File: src/rtl/mem_arbiter_pkg.sv
// -----------------------------------------------------------------------------
// mem_arbiter_pkg
//
// Shared types for the instruction/data memory arbiter.
//   arb_state_t : which client, if any, owns the single outstanding transaction
//   arb_owner_t : identity of the arbitration winner
// -----------------------------------------------------------------------------
package mem_arbiter_pkg;

    typedef enum logic [1:0] {
        ARB_IDLE   = 2'd0,
        ARB_BUSY_I = 2'd1,
        ARB_BUSY_D = 2'd2
    } arb_state_t;

    typedef enum logic {
        OWNER_I = 1'b0,
        OWNER_D = 1'b1
    } arb_owner_t;

endpackage : mem_arbiter_pkg

File: src/rtl/mem_arbiter.sv
// -----------------------------------------------------------------------------
// mem_arbiter
//
// Shares one single-port memory between the instruction-fetch client (i_*) and
// the data load/store client (d_*). Data wins by default; after
// MAX_DATA_STREAK consecutive data grants taken while fetch was waiting, fetch
// is forced through. One transaction is outstanding at a time, and a new grant
// can be issued in the same cycle the previous response returns.
//
// Ports:
//   clk, rst_n                  clock, synchronous active-low reset
//   i_req, i_addr               fetch request (read-only)
//   i_gnt, i_rvalid             fetch accepted / fetch response valid
//   d_req, d_addr, d_we,        data request, address, store enable,
//   d_wdata                     store data
//   d_gnt, d_rvalid             data accepted / data response valid
//   rdata                       response data shared by both clients
//   m_req, m_addr, m_we,        request to memory (combinational mux of
//   m_wdata                     the arbitration winner)
//   m_gnt, m_rvalid, m_rdata    memory accept / response valid / read data
//   busy                        a transaction is outstanding
//
// While rst_n is low every output is forced to zero.
// -----------------------------------------------------------------------------
module mem_arbiter
    import mem_arbiter_pkg::*;
#(
    parameter int ADDR_WIDTH      = 32,
    parameter int DATA_WIDTH      = 32,
    parameter int MAX_DATA_STREAK = 4
) (
    input  logic                  clk,
    input  logic                  rst_n,

    input  logic                  i_req,
    input  logic [ADDR_WIDTH-1:0] i_addr,
    output logic                  i_gnt,
    output logic                  i_rvalid,

    input  logic                  d_req,
    input  logic [ADDR_WIDTH-1:0] d_addr,
    input  logic                  d_we,
    input  logic [DATA_WIDTH-1:0] d_wdata,
    output logic                  d_gnt,
    output logic                  d_rvalid,

    output logic [DATA_WIDTH-1:0] rdata,

    output logic                  m_req,
    output logic [ADDR_WIDTH-1:0] m_addr,
    output logic                  m_we,
    output logic [DATA_WIDTH-1:0] m_wdata,
    input  logic                  m_gnt,
    input  logic                  m_rvalid,
    input  logic [DATA_WIDTH-1:0] m_rdata,

    output logic                  busy
);

    localparam int                  STREAK_W   = $clog2(MAX_DATA_STREAK + 1);
    localparam logic [STREAK_W-1:0] STREAK_MAX = STREAK_W'(MAX_DATA_STREAK);

    arb_state_t           state;
    arb_state_t           state_next;
    logic [STREAK_W-1:0]  streak;
    logic [STREAK_W-1:0]  streak_next;

    logic                 free;
    logic                 win_valid;
    arb_owner_t           win_owner;
    logic                 accept;

    // -------------------------------------------------------------------------
    // State register
    // -------------------------------------------------------------------------
    // NOTE: sequential state uses non-blocking assignments so every flop
    // samples pre-edge values regardless of process evaluation order.
    always_ff @(posedge clk) begin
        if (!rst_n) begin
            state  <= ARB_IDLE;
            streak <= '0;
        end else begin
            state  <= state_next;
            streak <= streak_next;
        end
    end

    // -------------------------------------------------------------------------
    // Arbitration: only while no transaction is pending, or the pending one
    // completes this cycle. Fetch wins when alone or when data has used up its
    // streak allowance.
    // -------------------------------------------------------------------------
    // NOTE: every signal written in a combinational block gets a default first,
    // so no path leaves it unassigned and no latch is inferred.
    always_comb begin
        free      = (state == ARB_IDLE) || m_rvalid;
        win_valid = free && (i_req || d_req);
        win_owner = OWNER_D;
        if (i_req && (!d_req || (streak == STREAK_MAX))) begin
            win_owner = OWNER_I;
        end
        accept    = rst_n && win_valid && m_gnt;
    end

    // -------------------------------------------------------------------------
    // Next-state and streak logic
    // -------------------------------------------------------------------------
    always_comb begin
        state_next  = state;
        streak_next = streak;
        if (accept) begin
            if (win_owner == OWNER_I) begin
                state_next  = ARB_BUSY_I;
                streak_next = '0;
            end else begin
                state_next = ARB_BUSY_D;
                // The streak only grows while fetch is actually waiting.
                if (!i_req) begin
                    streak_next = '0;
                end else if (streak != STREAK_MAX) begin
                    streak_next = streak + STREAK_W'(1);
                end
            end
        end else if (m_rvalid) begin
            // Response with no follow-on accept: back to idle. In idle this
            // is a no-op, which is how stray responses get dropped.
            state_next = ARB_IDLE;
        end
    end

    // -------------------------------------------------------------------------
    // Outputs. All gated by rst_n so nothing leaks while reset is held.
    // -------------------------------------------------------------------------
    always_comb begin
        m_req    = rst_n && win_valid;
        m_addr   = '0;
        m_we     = 1'b0;
        m_wdata  = '0;
        if (m_req) begin
            if (win_owner == OWNER_I) begin
                m_addr = i_addr;
            end else begin
                m_addr  = d_addr;
                m_we    = d_we;
                m_wdata = d_wdata;
            end
        end

        i_gnt    = accept && (win_owner == OWNER_I);
        d_gnt    = accept && (win_owner == OWNER_D);

        i_rvalid = rst_n && (state == ARB_BUSY_I) && m_rvalid;
        d_rvalid = rst_n && (state == ARB_BUSY_D) && m_rvalid;
        rdata    = rst_n ? m_rdata : '0;
        busy     = rst_n && (state != ARB_IDLE);
    end

endmodule : mem_arbiter

File: config.mk
export PLATFORM = sky130hd
export DESIGN_NAME = mem_arbiter
export DESIGN_NICKNAME = d
export VERILOG_FILES = /design/src/rtl/mem_arbiter_pkg.sv /design/src/rtl/mem_arbiter.sv
export SDC_FILE = /design/constraint.sdc
export NUM_CORES = 1
export LEC_CHECK = 0
export CORE_AREA = 2 2 92 94
export DETAILED_ROUTE_END_ITERATION = 7
export DIE_AREA = 0 0 94 96
export GPL_TIMING_DRIVEN = 0
export PLACE_DENSITY = 0.67
export SYNTH_ARGS = -nofsm -noshare
export SYNTH_HDL_FRONTEND = slang
export SYNTH_SLANG_ARGS = --single-unit
File: constraint.sdc
create_clock -name clk -period 3.81 [get_ports clk]
set_input_delay 0.762 -clock clk [delete_from_list [all_inputs] [get_ports clk]]
set_output_delay 0.762 -clock clk [all_outputs]
set_load 0.02 [all_outputs]
# --- Word-level counts from Yosys, hierarchy flattened ---
# Index checks and enable logic that the tools add are counted.
totals:
  out_inout_bits: 103
  ff_bits: 5
  word_cells: 41
op_classes:
  reduce_logical: 19
  n_addsub: 1
  n_eq_ne: 5
  muxes: 14
op_table:
  columns: ["cell", "count"]
  rows:
  - ["$mux W32", 5]
  - ["$logic_and A1 B1 Y1", 11]
  - ["$mux W3", 3]
  - ["$mux W2", 3]
  - ["$reduce_bool A2 Y1", 2]
  - ["$add A3 B1 Y3 const B", 1]
  - ["$eq A3 B3 Y1 const B", 1]
  - ["$logic_or A1 B1 Y1", 3]
  - ["$mux W1", 3]
  - ["$ne A3 B1 Y1 const B", 1]
  - ["$ne A3 B3 Y1 const B", 1]
  - ["$eq A2 B1 Y1 const B", 1]
  - ["$eq A2 B2 Y1 const B", 1]
  - ["$logic_not A2 Y1", 1]
  - ["$reduce_and A2 Y1", 1]
  - ["$logic_not A1 Y1", 1]

# --- Longest topological paths before layout ---
# Gate-level depths: netlist of run 1.
depth:
  word_depth: 6
  ltp_mapped: 8

# --- Least setup slack after synthesis of run 1 ---
# Ideal clock, no wire load.
synth_timing:
  kind: "input to output"
  from: "in d_req"
  to: "out m_addr[0]"
  slack_ns: 1.258
  t_required_ns: 3.048
  path_stages: 6
  t_arrival_ns: 1.790
  path_cell_list: "a21boi_2 > nor2b_1 > buf_6 > buf_2 > nand2_1 > a21oi_1"
synth_between:
  elab_chain_len: 5
  elab_cells_between_ends: 8
synth_lines:
  columns: ["element", "line", "source"]
  rows:
  - ["start: declaration", "mem_arbiter.sv:40", "input logic d_req,"]
  - ["$logic_not A1 Y1", "mem_arbiter.sv:99", "if (i_req && (!d_req || (streak == STREAK_MAX))) begin"]
  - ["$logic_or A1 B1 Y1", "mem_arbiter.sv:99", null]
  - ["$logic_and A1 B1 Y1", "mem_arbiter.sv:99", null]
  - ["$mux W32", "mem_arbiter.sv:140", "if (win_owner == OWNER_I) begin"]
  - ["$mux W32 *", "mem_arbiter.sv:139", "if (m_req) begin"]
  - ["end: declaration", "mem_arbiter.sv:50", "output logic [ADDR_WIDTH-1:0] m_addr,"]
# Mark *: on every way between the ends. The rest lies on a longest branch, timed or not.

# --- Worst setup path after layout of run 1 ---
layout_timing:
  from: "in d_req"
  to: "out m_addr[19]"
# Same word-level chain as after synthesis.

==> summary.txt, run 1 <==
Timing
  – Clock skew: 0.000408 ns
  – Fin. max-slew vios: 0
  – Post-route setup TNS: 0 ns
  – Setup violators final: 0
  – Fin crit share: 0.963
  – Final min period: 3.67 ns
  – Slew headroom: 0.708
  – PnR worst setup slack: 0.143 ns
  – Max Clk Rate: 0.273 GHz
  – RSZ-0062 raised after global routing: false
  – Final Hold Viols: 0
  – Worst-Margin Slew: 0.438 ns

Final layout
  – N_diodes: 0
  – Nets: 598
  – Ratio of cells with drive above 1 in the final layout: 0.0435
  – Synth-to-Final Area Change: 197%
  – Final Instance Area: 3850 um^2
  – FILL cells: 815

Placed design
  – Setup WS pre-CTS: 0.0835 ns
  – Placer's final routability congestion estimate: 0.737
  – # port buffers: 237
  – Placed instance area: 3800 um^2
  – Dpl hpwl: 6120 um

Worst setup path
  – Crit path launch: d_req
  – Worst-path fanout max: 10
  – Setup crit end kind: output pin
  – Reg-to-Reg End: state[1]
  – Arr. time, crit path: 2.91 ns
  – Cells along the critical path: clkdlybuf4s50_1, a21boi_2, nand2b_1, buf_4, buf_6, nand2_1, a21oi_1, clkdlybuf4s50_1
  – R2R Setup Slk: 2.43 ns
  – Crit Path Class: in2out
  – Most used cell, CP: clkdlybuf4s50_1
  – Crit path capture: m_addr[19]
  – Slowest stage delay, CP: 0.64 ns
  – Slowest-stage cell, CP: clkdlybuf4s50_1
  – Critical path launch point type: input port
  – Buf/Inv on CP: 4
  – Critical R2R Launch: streak[0]
  – WP data required: 3.05 ns
  – R2R depth: 7
  – CP Depth: 8
  – CP top delay family: buffers and inverters

Clocking
  – Clock Path Buffers: 2
  – H-Tree Depth: 1
  – Post-CTS Hold Fix Bufs: 0
  – Clock latency on the worst-skew pair: 0.22 ns
  – Root buffer cell: clkbuf_8
  – Cts bufs inserted: 3
  – CTS tree: yes
  – # clock sinks: 5
  – Worst-path clk slew: 0.04 ns

Synthesis
  – Yosys top cell by area: and2_1
  – Area share of the largest cell type after synthesis: 0.324
  – Synth top cells by count: and2_1 (67), nand2_1 (67), a21oi_1 (33)
  – Fraction of registers with async set/reset: 0
  – Syn_nets: 356
  – Mapped Cells: 219
  – Post-synth EDFFs: 0
  – Synth Area per Inst: 5.91 um^2
  – Yosys warning count: 0
  – Cell area after synthesis: 1290 um^2
  – Sequential area share after synthesis: 0.0773
  – Yosys reg bits: 5
  – Top cells by area, synth: and2_1 (32%), nand2_1 (19%), a21oi_1 (13%)
  – Post-synth top flop: dfxtp_1
  – Synth unique cells: 27

Pwr
  – Internal Power: 0.392 mW
  – Switching power total: 0.213 mW
  – Logic pwr share: 0.743
  – VDD IR max: 115 uV
  – Clock power share: 0.165
  – Flop pwr share: 0.093
  – Total power: 0.605 mW
  – P_leak: 1.50 nW
  – Sw Share: 0.351
  – Pwr Density: 157 nW/um^2

Flow run
  – Max cap viols: 0

Route
  – Initial DRC Count: 12
  – DRT Wirelength: 7130 um
  – Vias per cell: 4.13
  – Final ANT Viol Nets: 0
  – Vias: 2334
  – DRC: 0
  – Routed length per instance: 12.6 um
  – Pre-antenna DRT Iters: 4

GRT
  – Gr ovfl total: 0
  – Largest net degree at the start of global routing: 11
  – Global-route wire length before repair: 10300 um
  – Vias in the first global route: 2228
  – GRT Overall Usage: 0.139
  – Initial antenna violation count: 0

Hold path
  – Hold Crit Depth: 2
  – Hold_sp: streak[1]
  – Worst hold path type: reg2reg

Floorplan
  – Io pins: 238
  – Die Ht: 96 um
  – Core area: 8050 um^2
  – Die area: 9020 um^2
  – Initial core utilization: 0.161
  – Core Rows: 33
  – Die width: 94 um

Status
  – Outcome: finished clean
-- layout make-up --
class	instances	area, um^2	share of cell area
Timing Repair Buffer	237	2370	0.616
Multi-Input combinational cell	193	1060	0.276
Tap cell	105	131	0.0341
Buffer	18	129	0.0335
Sequential cell	5	100	0.0260
Clock buffer	4	45.0	0.0117
Inverter	3	11.3	0.00292
-- worst min-delay path by stage --
stage                 to  slack (ns)
5_1_grt        streak[1]        0.54
4_1_cts        streak[1]        0.51
3_3_place_gp   streak[1]        0.49
3_5_place_dp   streak[1]        0.49
6_report       streak[1]        0.50
2_1_floorplan  streak[1]        0.47
-- layout by cell type (no fill, tap or decap) --
cell / instances
clkdlybuf4s50_1: 237
and2_1: 67
nand2_1: 67
a21oi_1: 33
buf_6: 7
clkbuf_1: 7
dfxtp_1: 5
buf_2: 4
nor2b_1: 3
inv_1: 3
nand2b_1: 3
clkbuf_8: 3
nor3b_1: 2
nand4_1: 2
a21boi_0: 2
ha_1: 2
a21boi_2: 1
o21bai_2: 1
o211ai_4: 1
nor2_8: 1
o211a_1: 1
and3_1: 1
buf_4: 1
o21a_1: 1
mux2i_1: 1
o21ai_0: 1
nand3b_1: 1
nor2_1: 1
a31o_2: 1
-- per-stage QoR --
step / cells / hold WS, ns / util
after floorplan: 219 / 0.471 / -
after global placement: 561 / 0.490 / 0.472
after detailed placement: 561 / 0.492 / 0.472
after CTS: 565 / 0.510 / 0.477
after global routing: 565 / 0.537 / 0.478
final: 565 / 0.502 / 0.478
-- cells by family after synthesis --
group                      count (synthesis)  share of synthesized area
adders and majority gates                  2                     0.0193
buffers and inverters                     21                      0.108
AOI/OAI and AO/OA                         42                      0.190
and+or+nand+nor                          148                      0.597
DFF                                        5                     0.0773
muxes                                      1                    0.00773
-- state kept, by name, summed over array words and instances, names as in the netlist --
signal / flops
streak: 3
state: 2
-- metal layers --
metal  part of all wire  vias to the layer above  global-route usage
li1                   -                     1179                   -
met4             0.0035                        0              0.0217
met2               0.53                      135               0.280
met3               0.11                        4              0.0392
met5                  0                        -                   0
met1               0.36                     1016               0.146
-- worst register-to-register path, cell delays in order, from the launching register on --
cell,delay (ns)
dfxtp_1,0.33
inv_1,0.07
ha_1,0.20
a21boi_2,0.22
nand2b_1,0.14
buf_4,0.17
a21oi_1,0.08
nor2b_1,0.11
-- power by group through the flow --
| stage | Sequential, mW | Clock (mW) | Combinational, mW |
|---|---|---|---|
| 4_1_cts | 0.0561 | 0.102 | 0.454 |
| 3_3_place_gp | 0.0567 | 0 | 0.448 |
| 2_1_floorplan | 0.0564 | 0 | 0.177 |
| 5_1_grt | 0.0563 | 0.104 | 0.480 |
| 6_report | 0.0560 | 0.0996 | 0.449 |
| 3_5_place_dp | 0.0568 | 0 | 0.451 |
-- timing repair --
item | 4_1_cts | 5_1_grt
setup buffers | 0 | 0
gates resized for setup | 0 | 1
hold endpoints to repair | 0 | 0
endpoints found under the setup margin | 0 | 14
No activity file was read; power rests on OpenSTA's default activity.
==> run 2, diff against run 1 <==
--- a/config.mk
+++ b/config.mk
@@ -7,2 +7,3 @@
 export LEC_CHECK = 0
+export CAP_MARGIN = 20
 export CORE_AREA = 2 2 92 94
==> constraint.sdc (replaced) <==
create_clock -name clk -period 3.81 [get_ports clk]
set_input_delay 0.5715 -clock clk [delete_from_list [all_inputs] [get_ports clk]]
set_output_delay 0.5715 -clock clk [all_outputs]
set_load 0.02 [all_outputs]
==> run 2 against run 1 <==
  * Combinational power is essentially flat
  * Flip-flop and latch count stayed put
  * Largest power group unchanged
  * Via count up 0.34%
  * First-iteration DRC count grew 67%
  * Wire length grew 0.36%
  * Critical path depth decreased by 3
  * Non-clock buffer count unchanged
  * Critical path type unchanged
  * Clock skew unchanged
  * Sequential share of layout area is essentially flat
  * Global-route usage did not move
  * Core utilization shrank 0.11 points
  * Die area unchanged
==> summary.txt, run 2 (same netlist as run 1, synthesis figures left out) <==
Hold path
  – Worst hold path type: reg2reg
  – Hold_sp: streak[1]
  – Hold Crit Depth: 2 (unchanged)
  – Worst Hold End: streak[1]

Floorplan
  – Io pins: 238 (unchanged)
  – Core Rows: 33 (unchanged)
  – Initial core utilization: 0.161 (unchanged)
  – Die area: 9020 um^2 (unchanged)
  – Die Ht: 96 um (unchanged)
  – Core area: 8050 um^2 (unchanged)
  – Die width: 94 um (unchanged)

Route
  – Vias: 2342 (+0.34%)
  – Routed length per instance: 12.7 um (+0.36%)
  – Initial DRC Count: 20 (+8)
  – DRC: 0 (unchanged)
  – Vias per cell: 4.15 (+0.34%)
  – Pre-antenna DRT Iters: 4 (unchanged)
  – Final ANT Viol Nets: 0 (unchanged)
  – DRT Wirelength: 7150 um (+0.36%)

Timing
  – Post-route setup TNS: 0 ns (unchanged)
  – Fin crit share: 0.868 (-0.0949)
  – Max Clk Rate: 0.303 GHz (+11%)
  – Final Hold Viols: 0 (unchanged)
  – Final min period: 3.31 ns (-0.361 ns)
  – PnR worst setup slack: 0.504 ns (+0.361 ns)
  – Worst-Margin Slew: 0.605 ns (+0.167 ns)
  – Slew headroom: 0.595 (-0.112)
  – RSZ-0062 raised after global routing: false
  – Clock skew: 0.000408 ns (unchanged)
  – Fin. max-slew vios: 0 (unchanged)
  – Setup violators final: 0 (unchanged)

Clocking
  – Clock latency on the worst-skew pair: 0.22 ns (about the same)
  – # resized after CTS: 0 (unchanged)
  – Worst-path clk slew: 0.04 ns (about the same)
  – Root buffer cell: clkbuf_8
  – Cts bufs inserted: 3 (unchanged)
  – # clock sinks: 5 (unchanged)
  – H-Tree Depth: 1 (unchanged)
  – Postcts setup bufs: 0 (unchanged)
  – CTS tree: yes
  – Post-CTS Hold Fix Bufs: 0 (unchanged)
  – Clock Path Buffers: 2 (unchanged)

Final layout
  – Reg with most FFs: streak
  – N_diodes: 0 (unchanged)
  – Register area: 100 um^2 (unchanged)
  – Area of the multi-input gates: 1050 um^2 (-0.82%)
  – Most common cell after layout, fill and taps aside: clkdlybuf4s50_1
  – FILL cells: 816 (+0.12%)
  – Max FFs per register: 3 (unchanged)
  – Nets: 598 (unchanged)
  – Top Registers: streak: 3 flops, state: 2 flops
  – Synth-to-Final Area Change: 197%
  – Ratio of cells with drive above 1 in the final layout: 0.0435 (unchanged)
  – Most frequent cells in the layout: clkdlybuf4s50_1 (237), and2_1 (67), nand2_1 (67), a21oi_1 (33)

Worst setup path
  – WP data required: 3.24 ns (+0.19 ns)
  – Reg-to-Reg End: state[1]
  – Arr. time, crit path: 2.73 ns (-0.18 ns)
  – Critical path launch point type: input port
  – R2R depth: 7 (unchanged)
  – Setup crit end kind: output pin
  – R2R Setup Slk: 2.43 ns (about the same)
  – Crit Path Class: in2out
  – Critical R2R Launch: streak[0]
  – Worst-path fanout max: 10 (unchanged)

GRT
  – Largest net degree at the start of global routing: 11 (unchanged)
  – Global-route wire length before repair: 10300 um (unchanged)
  – Met2 Use GR: 0.280 (unchanged)
  – Busiest grt layer: met2
  – Grt met1 use: 0.146 (unchanged)
  – Routing usage on met3: 0.0392 (unchanged)
  – Vias in the first global route: 2228 (unchanged)
  – GRT Overall Usage: 0.139 (unchanged)
  – Gr ovfl total: 0 (unchanged)
  – Initial antenna violation count: 0 (unchanged)

Placed design
  – Dpl hpwl: 6120 um (unchanged)
  – # port buffers: 237 (unchanged)
  – Placer's final routability congestion estimate: 0.737 (unchanged)
  – Setup WS pre-CTS: 0.464 ns (+0.381 ns)

Flow run
  – Max cap viols: 0 (unchanged)

Pwr
  – VDD IR max: 115 uV (-0.25%)
  – Pwr Density: 157 nW/um^2 (about the same)
  – P_leak: 1.50 nW (-0.21%)

Status
  – Outcome: finished clean
[run 2: how the worst max path moves through the flow]
stage	startpoint	to	slack, ns	depth (start not counted)
floorplan	d_req	m_addr[0]	1.64	6
global placement	i_req	m_addr[30]	0.48	5
detailed placement	i_req	m_addr[5]	0.46	5
CTS	i_req	m_addr[5]	0.46	5
global route	i_req	m_addr[9]	0.34	5
finish	i_req	m_addr[19]	0.50	5
[run 2: per-stage QoR]
step	utilization	hold slack, ns	power (mW)	instance area, um^2	instances
global route	0.477	0.537	0.640	3840	565
floorplan	-	0.471	0.234	1290	219
finish	0.477	0.502	0.604	3840	565
CTS	0.477	0.510	0.612	3840	565
detailed placement	0.472	0.492	0.508	3800	561
global placement	0.472	0.490	0.505	3800	561
[run 2: worst max-delay path: stages]
cell	delay (ns)
clkdlybuf4s50_1	0.52
o211ai_2	0.55
clkbuf_1	0.43
a21oi_1	0.09
clkdlybuf4s50_1	0.57
[run 2: routing by layer]
metal,vias up,part of all wire
met2,134,0.53
met3,4,0.11
met1,1025,0.36
met4,0,0.0035
met5,-,0
li1,1179,-
[run 2: power breakdown]
| group | internal [mW] | leakage, nW | switching (mW) | total, mW |
|---|---|---|---|---|
| clock | 0.0720 | 0.0228 | 0.0277 | 0.0996 |
| sequential | 0.0543 | 0.0406 | 0.00168 | 0.0560 |
| combinational | 0.266 | 1.44 | 0.183 | 0.448 |
| total | 0.392 | 1.50 | 0.212 | 0.604 |
[run 2: layout make-up]
class                   count  area share
repair buffers            237       0.617
multi-input cells         193       0.274
well taps                 105      0.0342
plain buffers              18      0.0335
flip-flops and latches      5      0.0260
clock buffers               4      0.0117
inverters                   3     0.00293
